===== src/rtl/ips2l_pcie_dma_req_split.sv =====
// Splits one DMA command into MWr/MRd requests bounded by MPS/MRRS and 4KB pages,
// choosing 32- or 64-bit request form for each chunk.
module ips2l_pcie_dma_req_split #(
  parameter int LEN_WIDTH = 16
) (
  input  logic                 clk,
  input  logic                 rst_n,
  input  logic [2:0]           i_cfg_max_payload_size,
  input  logic [2:0]           i_cfg_max_rd_req_size,
  input  logic                 i_cmd_vld,
  output logic                 o_cmd_rdy,
  input  logic                 i_cmd_wr,
  input  logic [63:0]          i_cmd_addr,
  input  logic [LEN_WIDTH-1:0] i_cmd_len,
  output logic                 o_mwr32_req,
  output logic                 o_mwr64_req,
  input  logic                 i_mwr32_req_ack,
  input  logic                 i_mwr64_req_ack,
  output logic                 o_mrd32_req,
  output logic                 o_mrd64_req,
  input  logic                 i_mrd32_req_ack,
  input  logic                 i_mrd64_req_ack,
  output logic [9:0]           o_req_length,
  output logic [63:0]          o_req_addr,
  input  logic                 i_tag_full,
  output logic                 o_busy,
  output logic                 o_done
);

  localparam int CW = (LEN_WIDTH > 11) ? LEN_WIDTH : 11;

  typedef enum logic [1:0] {IDLE, CALC, REQ, DONE} state_t;

  state_t               state;
  state_t               state_nxt;
  logic                 dir_wr;
  logic                 is64;
  logic [63:0]          addr;
  logic [LEN_WIDTH-1:0] remaining;
  logic [LEN_WIDTH-1:0] rem_after;
  logic [10:0]          chunk;
  logic [10:0]          chunk_calc;
  logic [10:0]          bnd_dw;
  logic                 ack_hit;

  function automatic logic [10:0] max_dw(input logic [2:0] code);
    return (code >= 3'd5) ? 11'd1024 : (11'd32 << code);
  endfunction

  function automatic logic [CW-1:0] min2(input logic [CW-1:0] a, input logic [CW-1:0] b);
    return (a < b) ? a : b;
  endfunction

  // Distance to the next 4KB page in DW; always 1..1024 since addr is DW aligned.
  always_comb begin
    logic [CW-1:0] tmp;
    bnd_dw     = 11'd1024 - {1'b0, addr[11:2]};
    tmp        = min2(CW'(remaining),
                      CW'(max_dw(dir_wr ? i_cfg_max_payload_size : i_cfg_max_rd_req_size)));
    tmp        = min2(tmp, CW'(bnd_dw));
    chunk_calc = tmp[10:0];
  end

  assign rem_after = remaining - LEN_WIDTH'(chunk);

  always_ff @(posedge clk or negedge rst_n) begin
    if (!rst_n) state <= IDLE;
    else        state <= state_nxt;
  end

  always_comb begin
    state_nxt   = state;
    o_cmd_rdy   = (state == IDLE);
    o_busy      = (state != IDLE);
    o_done      = (state == DONE);
    o_mwr32_req = (state == REQ) &  dir_wr & ~is64;
    o_mwr64_req = (state == REQ) &  dir_wr &  is64;
    o_mrd32_req = (state == REQ) & ~dir_wr & ~is64 & ~i_tag_full;
    o_mrd64_req = (state == REQ) & ~dir_wr &  is64 & ~i_tag_full;
    ack_hit     = (o_mwr32_req & i_mwr32_req_ack) | (o_mwr64_req & i_mwr64_req_ack) |
                  (o_mrd32_req & i_mrd32_req_ack) | (o_mrd64_req & i_mrd64_req_ack);
    case (state)
      IDLE: if (i_cmd_vld) state_nxt = (i_cmd_len == '0) ? DONE : CALC;
      CALC: state_nxt = REQ;
      REQ:  if (ack_hit) state_nxt = (rem_after == '0) ? DONE : CALC;
      DONE: state_nxt = IDLE;
      default: state_nxt = IDLE;
    endcase
  end

  always_ff @(posedge clk or negedge rst_n) begin
    if (!rst_n) begin
      dir_wr       <= 1'b0;
      is64         <= 1'b0;
      addr         <= '0;
      remaining    <= '0;
      chunk        <= '0;
      o_req_addr   <= '0;
      o_req_length <= '0;
    end else begin
      case (state)
        IDLE: if (i_cmd_vld) begin
          dir_wr    <= i_cmd_wr;
          addr      <= {i_cmd_addr[63:2], 2'b00};
          remaining <= i_cmd_len;
        end
        CALC: begin
          chunk        <= chunk_calc;
          is64         <= |addr[63:32];
          o_req_addr   <= addr;
          o_req_length <= chunk_calc[9:0];
        end
        REQ: if (ack_hit) begin
          addr      <= addr + {51'd0, chunk, 2'b00};
          remaining <= rem_after;
        end
        default: ;
      endcase
    end
  end

endmodule

===== config.mk =====
export PLATFORM = sky130hd
export DESIGN_NAME = ips2l_pcie_dma_req_split
export DESIGN_NICKNAME = d
export VERILOG_FILES = /design/src/rtl/ips2l_pcie_dma_req_split.sv
export SDC_FILE = /design/constraint.sdc
export NUM_CORES = 1
export LEC_CHECK = 0
export BUFFER_PORTS_ARGS = -buffer_cell sky130_fd_sc_hd__buf_2
export CAP_MARGIN = 20
export CORE_ASPECT_RATIO = 0.7
export CORE_MARGIN = 5
export CORE_UTILIZATION = 55
export CTS_CLUSTER_DIAMETER = 200
export DETAILED_ROUTE_END_ITERATION = 8
export PLACE_DENSITY = 0.81
export RECOVER_POWER = 50
export SETUP_SLACK_MARGIN = 0.2
export SYNTH_ARGS = -nofsm -noshare
export SYNTH_HDL_FRONTEND = slang
export SYNTH_SLANG_ARGS = --single-unit

===== constraint.sdc =====
create_clock -name clk -period 4.8 [get_ports clk]
set_input_delay 0.72 -clock clk [delete_from_list [all_inputs] [get_ports clk]]
set_output_delay 0.72 -clock clk [all_outputs]
set_load 0.02 [all_outputs]

After elaboration in Yosys (flattened, before gate mapping) --
Cells that the tools add are included.
Word-level totals: word-level logic and storage cells 62, flip-flop bits (word level) 169, input bits 95, output and inout bits 81
Operators by class: bitwise logic cells 18, eq/ne operators 5, order comparisons 3, mux-type cells 15, $add $sub $neg 3, shift-type cells 1, reduce and logical (&&, ||, !) cells 9
Operator list (number):
- 64-bit two-way mux | 2
- 64-bit case mux with 2 select lines | 1
- 64-bit by 13-bit adder with 64-bit output | 1
- 16-bit two-way mux | 3
- 16-bit logical NOT | 2
- 16-bit by 11-bit < comparator with 1-bit output | 2
- 16-bit case mux with 2 select lines | 1
- 32-bit OR reduction | 1
- 11-bit two-way mux | 2
- 16-bit by 11-bit subtractor with 16-bit output | 1
- 1-bit bitwise AND | 12
- 6-bit by 3-bit << shifter with 11-bit output (first input constant) | 1
- 11-bit by 10-bit subtractor with 11-bit output (first input constant) | 1
- 2-bit two-way mux | 4
- 2-bit case mux with 4 select lines | 1
- 2-bit equality test (second input constant) | 2
- 2-bit inequality test (second input constant) | 2
- 2-bit AND reduction | 2
- 2-bit nonzero test | 2
- 3-bit >= comparator (second input constant) | 1
- 3-bit two-way mux | 1
- 1-bit NOT | 3
- 1-bit OR | 3
- 3-bit AND reduction | 1
- other kinds (2) | 2

Logic depth before layout (Yosys ltp) --
Gate-level depths: netlist of run 1.
depth after elaboration 9, mapped depth 20, mapped depth without buffers 17

Least setup slack after synthesis of run 1 --
Ideal clock, no wire load.
kind input-to-reg, from in i_cfg_max_rd_req_size[0], to reg o_req_length[1], data arrival time 3.920 ns, required time 4.663 ns, slack 0.743 ns, stages 17, buffers on the path 2, setup time 0.137 ns, cells stage by stage o32ai_1 -> nand2_1 -> ha_1 -> o211ai_1 -> a21oi_1 -> a211oi_1 -> clkbuf_1 -> and3_1 -> ha_1 -> nor2b_1 -> o21a_1 -> o21a_1 -> a211oi_1 -> a21bo_2 -> clkbuf_1 -> mux2i_1 -> a21oi_1
Between the ends: word-level cells in the longest chain between the ends 7, elaborated cells between the ends (all ways) 8, those cells by class 3 x order compare; 1 x shift; 4 x mux
Ends and longest elaborated chain:
- from (decl) | line 9 | input logic [2:0] i_cfg_max_rd_req_size,
- 3-bit two-way mux (*) | line 59 | CW'(max_dw(dir_wr ? i_cfg_max_payload_size : i_cfg_max_rd_req_size)));
- 3-bit >= comparator or 6-bit by 3-bit << shifter with 11-bit output (tied branches) | line 47 | return (code >= 3'd5) ? 11'd1024 : (11'd32 << code);
- 11-bit two-way mux (*) | line 47
- 16-bit by 11-bit < comparator with 1-bit output | line 51 | return (a < b) ? a : b;
- 16-bit two-way mux (*) | line 51
- 16-bit by 11-bit < comparator with 1-bit output | line 51
- 11-bit two-way mux (*) | line 51
- to (signal assigned) | line 111 | o_req_length <= chunk_calc[9:0];
- to (decl) | line 23 | output logic [9:0] o_req_length,
Mark *: on every way between the ends. The rest lies on a longest branch, timed or not. A chain may end at the register's enable or synchronous reset.

Final worst setup path of run 1 --
from reg dir_wr, to reg o_req_length[3]
Between the ends: word-level cells in the longest chain between the ends 7, elaborated cells between the ends (all ways) 8, those cells by class 3 x order compare; 1 x shift; 4 x mux
Ends and longest elaborated chain:
- from (decl) | line 36 | logic dir_wr;
- from (signal assigned) | line 103 | dir_wr <= i_cmd_wr;
- 3-bit two-way mux (*) | line 59
- 3-bit >= comparator or 6-bit by 3-bit << shifter with 11-bit output (tied branches) | line 47
- 11-bit two-way mux (*) | line 47
- 16-bit by 11-bit < comparator with 1-bit output | line 51
- 16-bit two-way mux (*) | line 51
- 16-bit by 11-bit < comparator with 1-bit output | line 51
- 11-bit two-way mux (*) | line 51
Marked as above.

==> qor.txt, run 1 <==
sequential-to-total area share from yosys stat -> 40.3%
ys flop type -> dfrtp_1
area occupied by multi-input gates -> 5320 sq um
top layer in use -> met5
fin crit period -> 4.25 ns
fin crit share -> 88.5%
reg2reg end -> o_req_length[3]
Final Max Slew Viols -> 78
core area -> 17200 sq um
FF+latch area -> 3880 sq um
R2R Setup Slk -> 0.55 ns
Critical Path Start Type -> flop
DR vias/cell -> 6.26
CP Data Required Time -> 5.06 ns
YS warnings -> 0
clock-pin transition on the worst setup and hold timing paths -> 0.06 ns
CP Capture Type -> flop
area grow syn2layout -> 15.9%
Worst-Margin Slew -> 3.62 ns
asr flop ratio synth -> 100%
clock sinks -> 155
CP max FO -> 21
CTS tree -> built
count of input and output buffers -> 171
row count -> 40
Tot Pwr -> 0.00893 W
outcome -> finished with violations
# Post-CTS Setup Buffers -> 0
DP Wirelength -> 20800 microns
register share of total power -> 30.6%
Hold Buf Count CTS -> 0
clock buffer depth -> 2
vias in the first global route -> 8997
layout cells sized above 1 -> 14.9%
setup violators final -> 0
WL final -> 29800 microns
Worst-Skew Late Latency -> 0.43 ns
Die Y -> 121 microns
EDFF count, synth -> 0
Worst Hold Depth -> 2
Initial Util -> 56.0%
hold path start -> o_req_addr[7]
Slew Limit Headroom -> -141%
leakage -> 5.11 nW
pin count of the biggest net entering global routing -> 84
Layout Nets -> 1431
VDD IR max -> 0.422 mV
clk_skew -> 0.0115 ns
grt ovf -> 0
Distinct cells, synth -> 65
vias -> 9627
RSZ-0062 raised after global routing -> no
Met1 Wirelength -> 14000 microns
Die X -> 168 microns
htree depth -> 4
Worst R2R Start -> dir_wr
total CTS buffers -> 17
first-pass GRT wire length -> 47600 microns
Area contributors post-synth -> dfrtp_1, nand2_1, ha_1
setup TNS -> 0 ns
fmax -> 236 MHz
Min-Delay Path Class -> flop to flop
ANT nets after route -> 0
post-synthesis register bit count -> 155
PD cells -> 801 nW/um^2
max_cap viols -> 1
DR WL met3 -> 3040 microns
initial antenna violation count -> 2
DRC errors left -> 0
violated checks -> capacitance limit, slew limit
top cell type's share of synthesized area -> 40.3%
die area -> 20300 sq um
Fillers -> 1487
Wirelength per Cell -> 19.3 microns
GRT Total Usage -> 29.1%
GPL Wtd Cong -> 0.911
crit path DAT -> 4.50 ns
root buffer cell -> clkbuf_16
R2R depth -> 16
sw frac -> 48.7%
# IOs -> 176
Comb power frac -> 53.0%
P_int -> 0.00458 W
mean post-synth cell area -> 8.19 sq um
Fin. Hold Viols -> 0
Clock Power Share -> 16.4%
synthesized instance count -> 1175
worst setup path category -> flop to flop
synthesized area -> 9620 sq um
Psw -> 0.00434 W
drt first pass iters -> 5
drt first-iter violations -> 1179
Synth area leader -> dfrtp_1
met2 WL -> 12400 microns
worst hold endpoint -> o_req_addr[7]
## synth_stat cells, drive strengths merged, types with 3 or more instances
master     n
clkbuf    60
a22oi      6
or3       16
nand3     38
o21a      15
nand4     21
xnor2     11
a21oi     72
o31ai      5
and3      27
a41oi      9
nor2      99
a211o      3
o21ai     47
dfrtp    155
and4       7
o31a       3
xor2      10
a311oi    12
buf       26
o221ai     3
a31oi     25
o22a      19
nor2b      7
o22ai     20
a211oi    15
and2      14
a2bb2oi   13
nor4      18
nand2    249
inv       25
mux2i      7
ha        39
o211ai    11
nand2b     8
a21o       4
o32ai      3
nor3      28
## area by class of cell
class / instances / area share (%)
inverters: 26 / 0.875
clock buffers: 19 / 3.97
multi-input cells: 909 / 47.7
clock inverters: 12 / 1.69
diodes: 1 / 0.0224
repair buffers: 186 / 8.28
flip-flops and latches: 155 / 34.8
well taps: 231 / 2.59
## power groups by stage
stage | logic, W | clock network (W) | registers, W
finish | 0.00473 | 0.00146 | 0.00273
detailed placement | 0.00466 | 0 | 0.00271
global placement | 0.00455 | 0 | 0.00269
floorplan | 0.00329 | 0 | 0.00275
CTS | 0.00471 | 0.00147 | 0.00270
global route | 0.00525 | 0.00154 | 0.00284
## cells by family after synthesis
family                     after synthesis  share of synthesized area (%)
and+or+nand+nor                        538                           25.6
DFF                                    155                           40.3
buffers and inverters                  112                           5.03
muxes                                    9                          0.962
other                                    1                         0.0390
adders and majority gates               41                           5.49
xor gates and xnor gates                21                           1.91
AOI/OAI and AO/OA                      298                           20.7
## stage by stage
stage / utilization, % / hold slack [ns] / std cells / worst slack, ns / cell area, sq um
6_report: 64.9 / 0.474 / 1539 / 0.554 / 11100
5_1_grt: 64.9 / 0.505 / 1539 / 0.166 / 11100
4_1_cts: 65.1 / 0.367 / 1538 / 0.337 / 11200
3_5_place_dp: 61.4 / 0.457 / 1507 / 0.153 / 10500
3_3_place_gp: 61.4 / 0.453 / 1507 / 0.159 / 10500
2_1_floorplan: - / 0.424 / 1176 / 0.743 / 9620
## how the worst max path moves through the flow
| stage | startpoint | end | slack [ns] |
|---|---|---|---|
| 2_1_floorplan | i_cfg_max_rd_req_size[0] | o_req_length[1] | 0.74 |
| 3_3_place_gp | i_cfg_max_rd_req_size[0] | o_req_length[1] | 0.16 |
| 3_5_place_dp | i_cfg_max_rd_req_size[0] | o_req_length[1] | 0.15 |
| 4_1_cts | dir_wr | o_req_length[3] | 0.34 |
| 5_1_grt | rst_n | addr[39] | 0.17 |
| 6_report | dir_wr | o_req_length[3] | 0.55 |
## sequential cells by signal (all words and copies together), names as in the netlist
register      count
state             2
chunk             2
dir_wr            1
addr             62
o_req_addr       62
o_req_length      9
remaining        16
is64              1
## placed cells by master, fill, tap and decap left out, types with 6 or more instances in the layout
master / n
nand4_1: 20
a311oi_1: 11
inv_1: 25
mux2i_1: 6
o211ai_1: 11
o22a_1: 19
nand3_1: 38
xor2_1: 10
a2bb2oi_1: 13
o22ai_1: 20
nand2b_1: 6
nor2_1: 99
and2_1: 12
o21ai_0: 47
o21a_1: 15
a31oi_1: 25
a22oi_1: 6
buf_2: 131
nand2_1: 249
dfrtp_1: 154
xnor2_1: 11
a41oi_1: 9
nor4_1: 18
and4_1: 7
clkbuf_16: 17
a21oi_1: 72
a211oi_1: 14
or3_1: 16
nor3_1: 27
and3_1: 27
clkbuf_1: 40
ha_1: 39
buf_4: 14
## worst max-delay path, cell delays in order (launching register included)
cell	delay, ns
dfrtp_4	0.55
mux2i_2	0.33
o21ai_0	0.20
ha_1	0.33
a21oi_1	0.17
a21oi_1	0.09
a211oi_1	0.27
and2_2	0.26
o21ai_0	0.20
ha_1	0.36
a21o_1	0.18
a21o_1	0.17
a21oi_1	0.21
a21oi_1	0.09
a21bo_4	0.32
o21ai_0	0.14
a2bb2oi_1	0.21
## per-layer routing
layer	GRT usage, %	vias up
met3	6.31	38
met1	45.6	4613
met4	6.64	2
li1	-	4488
met2	40.9	486
met5	0	-
## what timing repair did
item / in CTS / in global routing
pin swaps: 0 / 0
endpoints found under the setup margin: 2 / 11
gates resized for setup: 1 / 6
Note: power is estimated with default switching activity, not from simulation.
==> inputs of run 2 (changes only) <==
Settings changed: CORE_UTILIZATION 55 to 45, PLACE_DENSITY 0.81 to 0.69.
==> run 2 against run 1 <==
Compared with the run above: the flow still finishes with violations (capacitance limit, slew limit); wire length rose by 2.3%; sequential cell count unchanged; combinational power about the same; total power shrank 0.78%; die area increased by 21%; largest power group unchanged.
==> qor.txt, run 2 (synthesis results as in run 1) <==
P_int -> 0.00454 W (-1.1%)
clock-pin transition on the worst setup and hold timing paths -> 0.07 ns (about the same)
CP cell instances -> mux2i_1 -> o21ai_0 -> ha_1 -> a21oi_1 -> a21oi_1 -> a211oi_1 -> and2_0 -> o21ai_0 -> ha_1 -> a21o_1 -> a21o_1 -> a21oi_1 -> a21oi_1 -> a21bo_4 -> mux2i_1 -> a21oi_1
critical path's most frequent cell -> a21oi_1
Worst R2R Start -> dir_wr
Clock Power Share -> 16.1% (-0.3 points)
diode count -> 0 (-1)
drt first-iter violations -> 841 (-29%)
Largest regs -> addr: 62 flops, o_req_addr: 62 flops, remaining: 16 flops
core area -> 20900 sq um (+22%)
VDD IR max -> 0.359 mV (-15%)
CTS tree -> built
drt first pass iters -> 7 (+2)
Psw -> 0.00432 W (-0.49%)
Hold Buf Count CTS -> 0 (unchanged)
vias in the first global route -> 8800 (-2.2%)
final core utilization -> 53.5% (-11 points)
Worst-Skew Late Latency -> 0.43 ns (about the same)
DR vias/cell -> 5.94 (-5.1%)
ANT nets after route -> 0 (unchanged)
CP max FO -> 21 (unchanged)
CP Data Required Time -> 5.08 ns (+0.02 ns)
root buffer cell -> clkbuf_16
most frequent cells in the layout -> nand2_1, dfrtp_1, buf_2, nor2_1, a21oi_1
fmax -> 237 MHz (+0.57%)
violated checks -> capacitance limit, slew limit
row count -> 44 (+10%)
fin crit share -> 88.0% (-0.50 points)
Final Max Slew Viols -> 139 (+78%)
placed cells -> 1553 (+3.1%)
Layout Nets -> 1432 (+0.070%)
GPL Wtd Cong -> 0.938 (+3.0%)
setup violators final -> 0 (unchanged)
Worst-Margin Slew -> 2.66 ns (-0.960 ns)
Worst Hold Depth -> 2 (unchanged)
hold path start -> o_req_addr[4]
kind of cell adding the most delay to the critical path -> compound AO/OA/AOI/OAI gates
# Post-CTS Setup Buffers -> 0 (unchanged)
WL final -> 30400 microns (+2.3%)
first-pass GRT wire length -> 48300 microns (+1.3%)
pre-CTS WS -> 0.210 ns (+0.0571 ns)
R2R Setup Slk -> 0.58 ns (+0.02 ns)
worst setup path category -> flop to flop
RSZ-0062 raised after global routing -> no
R2R depth -> 16 (unchanged)
Die X -> 185 microns (+9.9%)
Wirelength per Cell -> 19.2 microns (-0.69%)
post-CTS resize count -> 0 (-1)
Fillers -> 1971 (+33%)
Critical Path Start Type -> flop
Slew Limit Headroom -> -77.4% (+64 points)
fin crit period -> 4.22 ns (-0.0240 ns)
setup TNS -> 0 ns (unchanged)
post-route setup slack -> 0.578 ns (+0.0240 ns)
initial antenna violation count -> 0 (-2)
worst hold endpoint -> o_req_addr[4]
clock buffer depth -> 2 (unchanged)
clock sinks -> 155 (unchanged)
Crit-path slowest cell -> dfrtp_1
Largest stage delay, worst path -> 0.54 ns (about the same)
CP Capture Type -> flop
DP Wirelength -> 21900 microns (+5.4%)
Comb power frac -> 53.3% (+0.3 points)
area grow syn2layout -> 16.1%
grt ovf -> 0 (unchanged)
most common cell after layout, fill and taps aside -> nand2_1
GRT Total Usage -> 24.6% (-4.5 points)
htree depth -> 4 (unchanged)
Die Y -> 132 microns (+9.7%)
crit path DAT -> 4.50 ns (about the same)
count of input and output buffers -> 171 (unchanged)
pin count of the biggest net entering global routing -> 104 (+24%)
PD cells -> 793 nW/um^2 (-0.97%)
total CTS buffers -> 17 (unchanged)
die area -> 24400 sq um (+21%)
max_cap viols -> 3 (+2)
register share of total power -> 30.6% (about the same)
sw frac -> 48.8% (+0.14 points)
Initial Util -> 46.1% (-9.9 points)
crit path buf inv count -> 0 (unchanged)
Fin. Hold Viols -> 0 (unchanged)
Min-Delay Path Class -> flop to flop
outcome -> finished with violations
layout cells sized above 1 -> 14.7% (-0.18 points)
reg2reg end -> o_req_length[1]
Finished Layout Cells -> 1585 (+3.0%)
vias -> 9414 (-2.2%)
leakage -> 5.11 nW (about the same)
DRC errors left -> 0 (unchanged)
clk_skew -> 0.0112 ns (-0.000338 ns)
# IOs -> 176 (unchanged)
## run 2: layout make-up
class                   count  area, sq um  share of cell area, %
flip-flops and latches    155         3880                   34.7
inverters                  26         97.6                  0.874
multi-input cells         909         5320                   47.6
clock inverters            11          160                   1.43
repair buffers            187          923                   8.27
clock buffers              21          450                   4.03
well taps                 276          345                   3.09
## run 2: metal layers
metal / global-route usage (%) / share of wire, % / up-vias
met3: 7.64 / 10 / 37
met2: 32.3 / 39 / 406
li1: - / - / 4482
met5: 0 / 0 / -
met4: 5.58 / 1.4 / 0
met1: 39.0 / 49 / 4489
## run 2: how the worst max path moves through the flow
stage	startpoint	to	slack [ns]	cells past startpoint
final	dir_wr	o_req_length[1]	0.58	16
after global placement	i_cfg_max_rd_req_size[0]	o_req_length[1]	0.23	17
after detailed placement	i_cfg_max_rd_req_size[0]	o_req_length[1]	0.21	16
after floorplan	i_cfg_max_rd_req_size[0]	o_req_length[1]	0.74	17
after global routing	dir_wr	o_req_length[1]	0.21	16
after CTS	dir_wr	o_req_length[1]	0.49	15
## run 2: worst reg2reg max path, delay by kind of cell (launching register included)
kind / cells / cell delay, ns
and+or+nand+nor: 1 / 0.33
AOI/OAI and AO/OA: 11 / 1.96
DFF: 1 / 0.54
adders and majority gates: 2 / 0.68
muxes: 2 / 0.56
## run 2: power by group through the flow
stage	registers, W	clock network [W]	logic, W
after global placement	0.00269	0	0.00462
after detailed placement	0.00271	0	0.00470
after global routing	0.00281	0.00151	0.00526
final	0.00271	0.00142	0.00472
after CTS	0.00269	0.00144	0.00473
after floorplan	0.00275	0	0.00329
## run 2: per-stage QoR
| step | instance area, sq um | power (W) | hold slack, ns |
|---|---|---|---|
| floorplan | 9620 | 0.00604 | 0.424 |
| finish | 11200 | 0.00886 | 0.472 |
| global route | 11200 | 0.00959 | 0.497 |
| global placement | 10600 | 0.00731 | 0.453 |
| CTS | 11200 | 0.00886 | 0.446 |
| detailed placement | 10600 | 0.00741 | 0.457 |
